[src/rtl/can_pkg.sv]
// Shared CAN definitions for the receive front end: field widths, frame record
// and the filter-hit tag that marks pass-through acceptance.
package can_pkg;

    localparam int CAN_ID_W   = 11;
    localparam int CAN_DLC_W  = 4;
    localparam int CAN_DATA_W = 64;

    typedef struct packed {
        logic [CAN_ID_W-1:0]   id;
        logic [CAN_DLC_W-1:0]  dlc;
        logic [CAN_DATA_W-1:0] data;
    } can_frame_t;

    // Sliced down to the hit-tag width by users; all-ones in any width.
    localparam logic [7:0] HIT_PASS = 8'hFF;

endpackage

[src/rtl/can_sync_fifo.sv]
// Generic show-ahead register FIFO: head entry is always visible on dout_o,
// pop on empty is ignored, push on full is accepted only together with a pop.
module can_sync_fifo #(
    parameter int WIDTH = 8,
    parameter int DEPTH = 8,
    localparam int PTR_W = $clog2(DEPTH)
) (
    input  logic             clk,
    input  logic             rst,
    input  logic             push_i,
    input  logic             pop_i,
    input  logic [WIDTH-1:0] din_i,
    output logic [WIDTH-1:0] dout_o,
    output logic             full_o,
    output logic             empty_o,
    output logic [PTR_W:0]   count_o
);

    localparam logic [PTR_W:0] FULL_CNT = (PTR_W + 1)'(DEPTH);

    logic [WIDTH-1:0] mem_q [DEPTH];
    logic [PTR_W-1:0] wr_ptr_q, wr_ptr_d;
    logic [PTR_W-1:0] rd_ptr_q, rd_ptr_d;
    logic [PTR_W:0]   count_q, count_d;
    logic             push_ok, pop_ok;

    assign full_o  = (count_q == FULL_CNT);
    assign empty_o = (count_q == '0);
    assign count_o = count_q;
    assign dout_o  = mem_q[rd_ptr_q];

    // NOTE: every always_comb output gets a default first so no path leaves it unassigned (no latch).
    always_comb begin
        pop_ok   = pop_i & ~empty_o;
        push_ok  = push_i & (~full_o | pop_ok);
        wr_ptr_d = wr_ptr_q;
        rd_ptr_d = rd_ptr_q;
        count_d  = count_q;
        if (push_ok) wr_ptr_d = wr_ptr_q + 1'b1;
        if (pop_ok)  rd_ptr_d = rd_ptr_q + 1'b1;
        if (push_ok && !pop_ok) count_d = count_q + 1'b1;
        if (pop_ok && !push_ok) count_d = count_q - 1'b1;
    end

    // NOTE: state registers use <= so every flop samples pre-edge values, independent of block order.
    always_ff @(posedge clk or posedge rst) begin
        if (rst) begin
            wr_ptr_q <= '0;
            rd_ptr_q <= '0;
            count_q  <= '0;
        end else begin
            wr_ptr_q <= wr_ptr_d;
            rd_ptr_q <= rd_ptr_d;
            count_q  <= count_d;
        end
    end

    // NOTE: storage is not reset; count_q gates validity and the consumer masks the head when empty.
    always_ff @(posedge clk) begin
        if (push_ok) mem_q[wr_ptr_q] <= din_i;
    end

endmodule

[src/rtl/can_rx_filter_fifo.sv]
// CAN receive front end: edge-detects rx_val, runs ID/mask acceptance filters
// with lowest-index priority and queues accepted frames with their hit tag.
module can_rx_filter_fifo
    import can_pkg::*;
#(
    parameter int NUM_FILTERS = 4,
    parameter int FIFO_DEPTH  = 8,
    parameter int DATA_W      = 64,
    localparam int IDX_W = (NUM_FILTERS > 1) ? $clog2(NUM_FILTERS) : 1,
    localparam int HIT_W = $clog2(NUM_FILTERS) + 1,
    localparam int CNT_W = $clog2(FIFO_DEPTH) + 1
) (
    input  logic                 clk,
    input  logic                 rst,
    input  logic                 cfg_we,
    input  logic [IDX_W-1:0]     cfg_idx,
    input  logic                 cfg_en,
    input  logic [CAN_ID_W-1:0]  cfg_id,
    input  logic [CAN_ID_W-1:0]  cfg_mask,
    input  logic                 rx_val,
    input  logic [CAN_ID_W-1:0]  rx_id,
    input  logic [CAN_DLC_W-1:0] rx_dlc,
    input  logic [DATA_W-1:0]    rx_data,
    input  logic                 rd_en,
    output logic                 rd_valid,
    output logic [CAN_ID_W-1:0]  rd_id,
    output logic [CAN_DLC_W-1:0] rd_dlc,
    output logic [DATA_W-1:0]    rd_data,
    output logic [HIT_W-1:0]     rd_hit,
    output logic [CNT_W-1:0]     count,
    output logic                 ovf,
    output logic [7:0]           drop_cnt,
    input  logic                 ovf_clr
);

    typedef struct packed {
        logic [CAN_ID_W-1:0]  id;
        logic [CAN_DLC_W-1:0] dlc;
        logic [DATA_W-1:0]    data;
        logic [HIT_W-1:0]     hit;
    } entry_t;

    logic [NUM_FILTERS-1:0] flt_en_q;
    logic [CAN_ID_W-1:0]    flt_id_q   [NUM_FILTERS];
    logic [CAN_ID_W-1:0]    flt_mask_q [NUM_FILTERS];
    logic                   rx_val_q;
    logic                   ovf_q, ovf_d;
    logic [7:0]             drop_cnt_q, drop_cnt_d;

    logic             frame_evt, hit_found, accept, drop;
    logic [HIT_W-1:0] hit_idx;
    entry_t           wr_entry, head_entry;
    logic             fifo_full, fifo_empty;
    logic [$bits(entry_t)-1:0] fifo_dout;

    assign frame_evt = rx_val & ~rx_val_q;

    // Scan downwards so the lowest-index hit is the last one written.
    always_comb begin
        hit_found = 1'b0;
        hit_idx   = '0;
        for (int k = NUM_FILTERS - 1; k >= 0; k--) begin
            if (flt_en_q[k] && ((rx_id ^ flt_id_q[k]) & flt_mask_q[k]) == '0) begin
                hit_found = 1'b1;
                hit_idx   = HIT_W'(k);
            end
        end
    end

    always_comb begin
        accept        = frame_evt & (~(|flt_en_q) | hit_found);
        drop          = accept & fifo_full & ~rd_en;
        wr_entry.id   = rx_id;
        wr_entry.dlc  = rx_dlc;
        wr_entry.data = rx_data;
        wr_entry.hit  = (|flt_en_q) ? hit_idx : HIT_PASS[HIT_W-1:0];
        ovf_d         = ovf_q;
        drop_cnt_d    = drop_cnt_q;
        if (ovf_clr) begin
            ovf_d      = 1'b0;
            drop_cnt_d = '0;
        end
        if (drop) begin
            ovf_d      = 1'b1;
            drop_cnt_d = (drop_cnt_d == 8'hFF) ? 8'hFF : drop_cnt_d + 8'd1;
        end
    end

    always_ff @(posedge clk or posedge rst) begin
        if (rst) begin
            rx_val_q   <= 1'b0;
            ovf_q      <= 1'b0;
            drop_cnt_q <= '0;
            flt_en_q   <= '0;
            for (int k = 0; k < NUM_FILTERS; k++) begin
                flt_id_q[k]   <= '0;
                flt_mask_q[k] <= '0;
            end
        end else begin
            rx_val_q   <= rx_val;
            ovf_q      <= ovf_d;
            drop_cnt_q <= drop_cnt_d;
            for (int k = 0; k < NUM_FILTERS; k++) begin
                if (cfg_we && cfg_idx == IDX_W'(k)) begin
                    flt_en_q[k]   <= cfg_en;
                    flt_id_q[k]   <= cfg_id;
                    flt_mask_q[k] <= cfg_mask;
                end
            end
        end
    end

    can_sync_fifo #(
        .WIDTH($bits(entry_t)),
        .DEPTH(FIFO_DEPTH)
    ) u_fifo (
        .clk    (clk),
        .rst    (rst),
        .push_i (accept),
        .pop_i  (rd_en),
        .din_i  (wr_entry),
        .dout_o (fifo_dout),
        .full_o (fifo_full),
        .empty_o(fifo_empty),
        .count_o(count)
    );

    assign head_entry = fifo_empty ? '0 : entry_t'(fifo_dout);
    assign rd_valid   = ~fifo_empty;
    assign rd_id      = head_entry.id;
    assign rd_dlc     = head_entry.dlc;
    assign rd_data    = head_entry.data;
    assign rd_hit     = head_entry.hit;
    assign ovf        = ovf_q;
    assign drop_cnt   = drop_cnt_q;

endmodule

[config.mk]
export PLATFORM = sky130hd
export DESIGN_NAME = can_rx_filter_fifo
export DESIGN_NICKNAME = d
export VERILOG_FILES = /design/src/rtl/can_pkg.sv /design/src/rtl/can_sync_fifo.sv /design/src/rtl/can_rx_filter_fifo.sv
export SDC_FILE = /design/constraint.sdc
export NUM_CORES = 1
export LEC_CHECK = 0
export BUFFER_PORTS_ARGS = -buffer_cell sky130_fd_sc_hd__buf_2
export CORE_UTILIZATION = 55
export DETAILED_ROUTE_END_ITERATION = 8
export PLACE_DENSITY = 0.79
export SYNTH_ARGS = -nofsm -noshare
export SYNTH_HDL_FRONTEND = slang
export SYNTH_SLANG_ARGS = --single-unit
[constraint.sdc]
create_clock -name clk -period 29.3 [get_ports clk]
set_input_delay 1.465 -clock clk [delete_from_list [all_inputs] [get_ports clk]]
set_output_delay 1.465 -clock clk [all_outputs]
set_load 0.02 [all_outputs]
==> key figures <==
Critical path
  • Critical Path Fanout Max: 53
  • Length in cells of the worst reg-to-reg path: 9
  • Required time at the endpoint of the critical path: 27.83 ns
  • Slack of the worst reg-to-reg path: 25.27 ns
  • FF-to-FF End: u_fifo.mem_q[2][69]
  • Worst setup SP type: flip-flop
  • R2R Path Start: flt_id_q[15]
  • Critical Setup Path Class: flip-flop to output pin
  • Crit. End Element: output pin
  • Critical Path AT: 4.56 ns

Clocking
  • Clock transition at the register clock pins on the worst setup and hold paths after CTS: 0.06 ns
  • Number of buffers inserted during clock tree synthesis: 77
  • Clock tree sinks: 768
  • Total of hold buffers inserted after clock tree synthesis: 0
  • Root buffer cell: clkbuf_16
  • Post-CTS setup buffer count: 0
  • Post-CTS Resized: 0
  • Insertion delay to the later sink of the worst-skew pair: 0.62 ns
  • Number of levels in the clock H-tree: 3
  • CTS tree: done
  • Max Root-Sink Buffers: 3

Synthesis
  • Proportion of synthesized chip area in sequential cells: 75.01%
  • Netlist area before placement: 30000 um2
  • #FFs+latches synth: 768
  • Post-synthesis net count: 1559
  • Instance count of the mapped netlist: 1442
  • Number of warnings issued by yosys: 0
  • Count of cell types in the netlist: 45
  • Post-Syn Area per Cell: 20.80 um2

Layout
  • Utilization of the core after routing: 63.90%
  • Net count of the finished layout: 1806
  • Layout filler cell count: 3532
  • Area taken by multi-input logic gates: 7237 um2
  • Ratio of cells with drive above 1 in the final layout: 35.18%
  • Synth-to-Final Area Change: 14.64%
  • Flip-flop and latch area: 22510 um2

STA
  • Post-route minimum period: 6.024 ns
  • Final setup TNS: 0 ns
  • Tcrit/Tclk final: 20.56%
  • Max-slew headroom at the worst pin: 18.08%
  • Setup repair after global routing missed its margin: false
  • Slew of the pin with the lowest slew margin: 1.210 ns
  • Final hold violation count: 0
  • Worst hold margin: 0.5061 ns
  • Slew Viols, Final: 0
  • Setup skew after layout: 0.03106 ns
  • Final setup violation count: 0
  • Fin worst setup slack: 23.28 ns
  • Max frequency: 166.0 MHz

Place
  • Buffers added on ports: 205
  • Post-DP HPWL: 33.78 mm
  • Final weighted congestion in routability-driven placement: 0.7983
  • Worst slack after detailed placement: 23.73 ns

Pwr
  • Leakage Power: 12.07 nW
  • Overall power after layout: 3.162 mW
  • Worst vdd rail ir drop: 52.11 uV
  • Power per cell area: 91.94 nW/um2

Global route
  • Global-route wire length before repair: 94.30 mm
  • Overall global routing resource usage: 22.79%
  • Via count of the first global-routing pass: 15530
  • Antenna violations before repair: 3
  • Overflow left after global routing: 0
  • Maximum number of pins on one net before global-route repair: 94

Route
  • Overall via count from detail_route: 14780
  • Vias per cell: 6.044
  • Total Wirelength: 61.95 mm
  • WL per Instance: 25.33 um
  • Count of nets left with antenna violations after detail routing: 0
  • Post-route DRC: 0
  • Detailed Route Iter0 Violations: 1017
  • Number of detailed-route iterations in the first pass: 5

Run status
  • Status: complete, no violations

Floorplan
  • Number of placement rows: 85
  • Die W: 235.5 um
  • Starting utilization of the core area: 55.74%
  • Total I/O pin count: 206
  • Core Footprint: 53810 um2
  • Die Area: 55480 um2
  • Die extent in y: 235.5 um

Min path
  • Hold depth: 1
  • Startpoint of the worst hold path: flt_mask_q[14]
  • Hold worst-path end: flt_mask_q[14]
  • Path type of the worst min-delay path: flip-flop to flip-flop

Job
  • Max-capacitance violation count: 0
-- area by class of cell --
cell class | count | area share, %
flip-flops and latches | 768 | 65.47
multi-input cells | 596 | 21.04
clock buffers | 103 | 6.193
repair buffers | 234 | 3.617
well taps | 696 | 2.532
clock inverters | 35 | 0.9933
inverters | 12 | 0.1383
diodes | 2 | 0.01455
-- critical path, cell delays in order (launching register included) --
cell	delay (ns)
dfrtp_4	1.13
buf_4	0.83
buf_4	0.78
mux4_2	0.59
mux2i_1	0.27
nor2_1	0.07
buf_2	0.19
-- cell usage in the layout, fill, tap and decap left out, drive strengths merged, types with 6 or more instances in the layout --
cell,instances
a22oi,20
buf,234
bufinv,6
clkbuf,103
clkinv,27
dfrtp,112
edfxtp,656
ha,6
inv,14
mux2,94
mux2i,86
mux4,164
nand2,12
nand4,7
nor2,90
nor2b,6
nor3,8
o21ai,8
xnor2,6
xor2,47
-- worst max-delay path by stage --
| stage | start | endpoint | slack [ns] | cells after the start |
|---|---|---|---|---|
| 2_1_floorplan | rx_id[3] | u_fifo.mem_q[2][0] | 17.52 | 8 |
| 3_3_place_gp | u_fifo.rd_ptr_q[0] | rd_id[10] | 23.78 | 6 |
| 3_5_place_dp | u_fifo.rd_ptr_q[0] | rd_id[10] | 23.73 | 6 |
| 4_1_cts | u_fifo.rd_ptr_q[0] | rd_id[10] | 23.06 | 6 |
| 5_1_grt | u_fifo.rd_ptr_q[0] | rd_id[10] | 22.80 | 6 |
| 6_report | u_fifo.rd_ptr_q[0] | rd_id[10] | 23.28 | 6 |
-- through the flow --
| step | cell area (um2) | std cells |
|---|---|---|
| after floorplan | 30000 | 1442 |
| after global placement | 31910 | 2306 |
| after detailed placement | 31910 | 2306 |
| after CTS | 34380 | 2444 |
| after global routing | 34390 | 2446 |
| final | 34390 | 2446 |
-- state kept, by name (all words and copies together), names as in the netlist --
| name | flops |
|---|---|
| u_fifo.wr_ptr_q | 3 |
| flt_en_q | 4 |
| flt_id_q | 44 |
| drop_cnt | 8 |
| u_fifo.count_o | 4 |
| rx_val_q | 1 |
| u_fifo.mem_q | 656 |
| ovf | 1 |
| u_fifo.rd_ptr_q | 3 |
| flt_mask_q | 44 |
-- cell usage after synthesis, drive strengths merged --
cell	count	area, um2
edfxtp	656	19700
mux4	164	3694
dfrtp	112	2803
mux2	94	1059
nor2	90	337.8
mux2i	86	860.8
xor2	47	411.6
clkbuf	37	138.9
buf	29	133.9
a22oi	20	150.1
inv	12	45.04
nand2	12	45.04
nor3	8	40.04
o21ai	8	40.04
nand4	7	43.79
ha	6	75.07
nor2b	6	37.54
xnor2	6	52.55
a21boi	4	30.03
nor4	4	25.02
nor4b	4	35.03
nand3b	3	22.52
o22ai	3	31.28
o31ai	3	27.52
a21oi	2	10.01
nand3	2	10.01
nor3b	2	15.01
or3	2	12.51
or4	2	15.01
a21o	1	7.510
a2bb2oi	1	8.760
a31oi	1	6.260
and2b	1	7.510
and3b	1	8.760
fa	1	20.02
nand2b	1	6.260
o2bb2ai	1	8.760
o311ai	1	8.760
o41ai	1	8.760
or2	1	6.260
-- metal layers --
layer,global-route usage [%],routed length (um),up-vias
li1,-,-,6328
met1,31.28,25660,7831
met2,37.23,31110,512
met3,4.280,3500,110
met4,7.546,1669,2
met5,0,13,-
-- power breakdown --
part | internal (mW) | total, mW | switching [mW]
Sequential | 1.24 | 1.33 | 0.0906
Clock | 0.564 | 0.964 | 0.400
Combinational | 0.390 | 0.864 | 0.474
Total | 2.20 | 3.16 | 0.964
-- logic make-up (layout without fill, tap and decap cells) --
group           count (synthesis)  after routing  synth area share [%]
compound gates                 46             46                 1.126
xor+xnor                       53             53                 1.547
fa+ha+maj                       7              7                0.3170
buf+inv                        78            384                 1.059
flops                         768            768                 75.01
mux                           344            344                 18.71
other cells                     0              2                     0
simple gates                  146            146                 2.227
(Power assumes the default switching activity.)
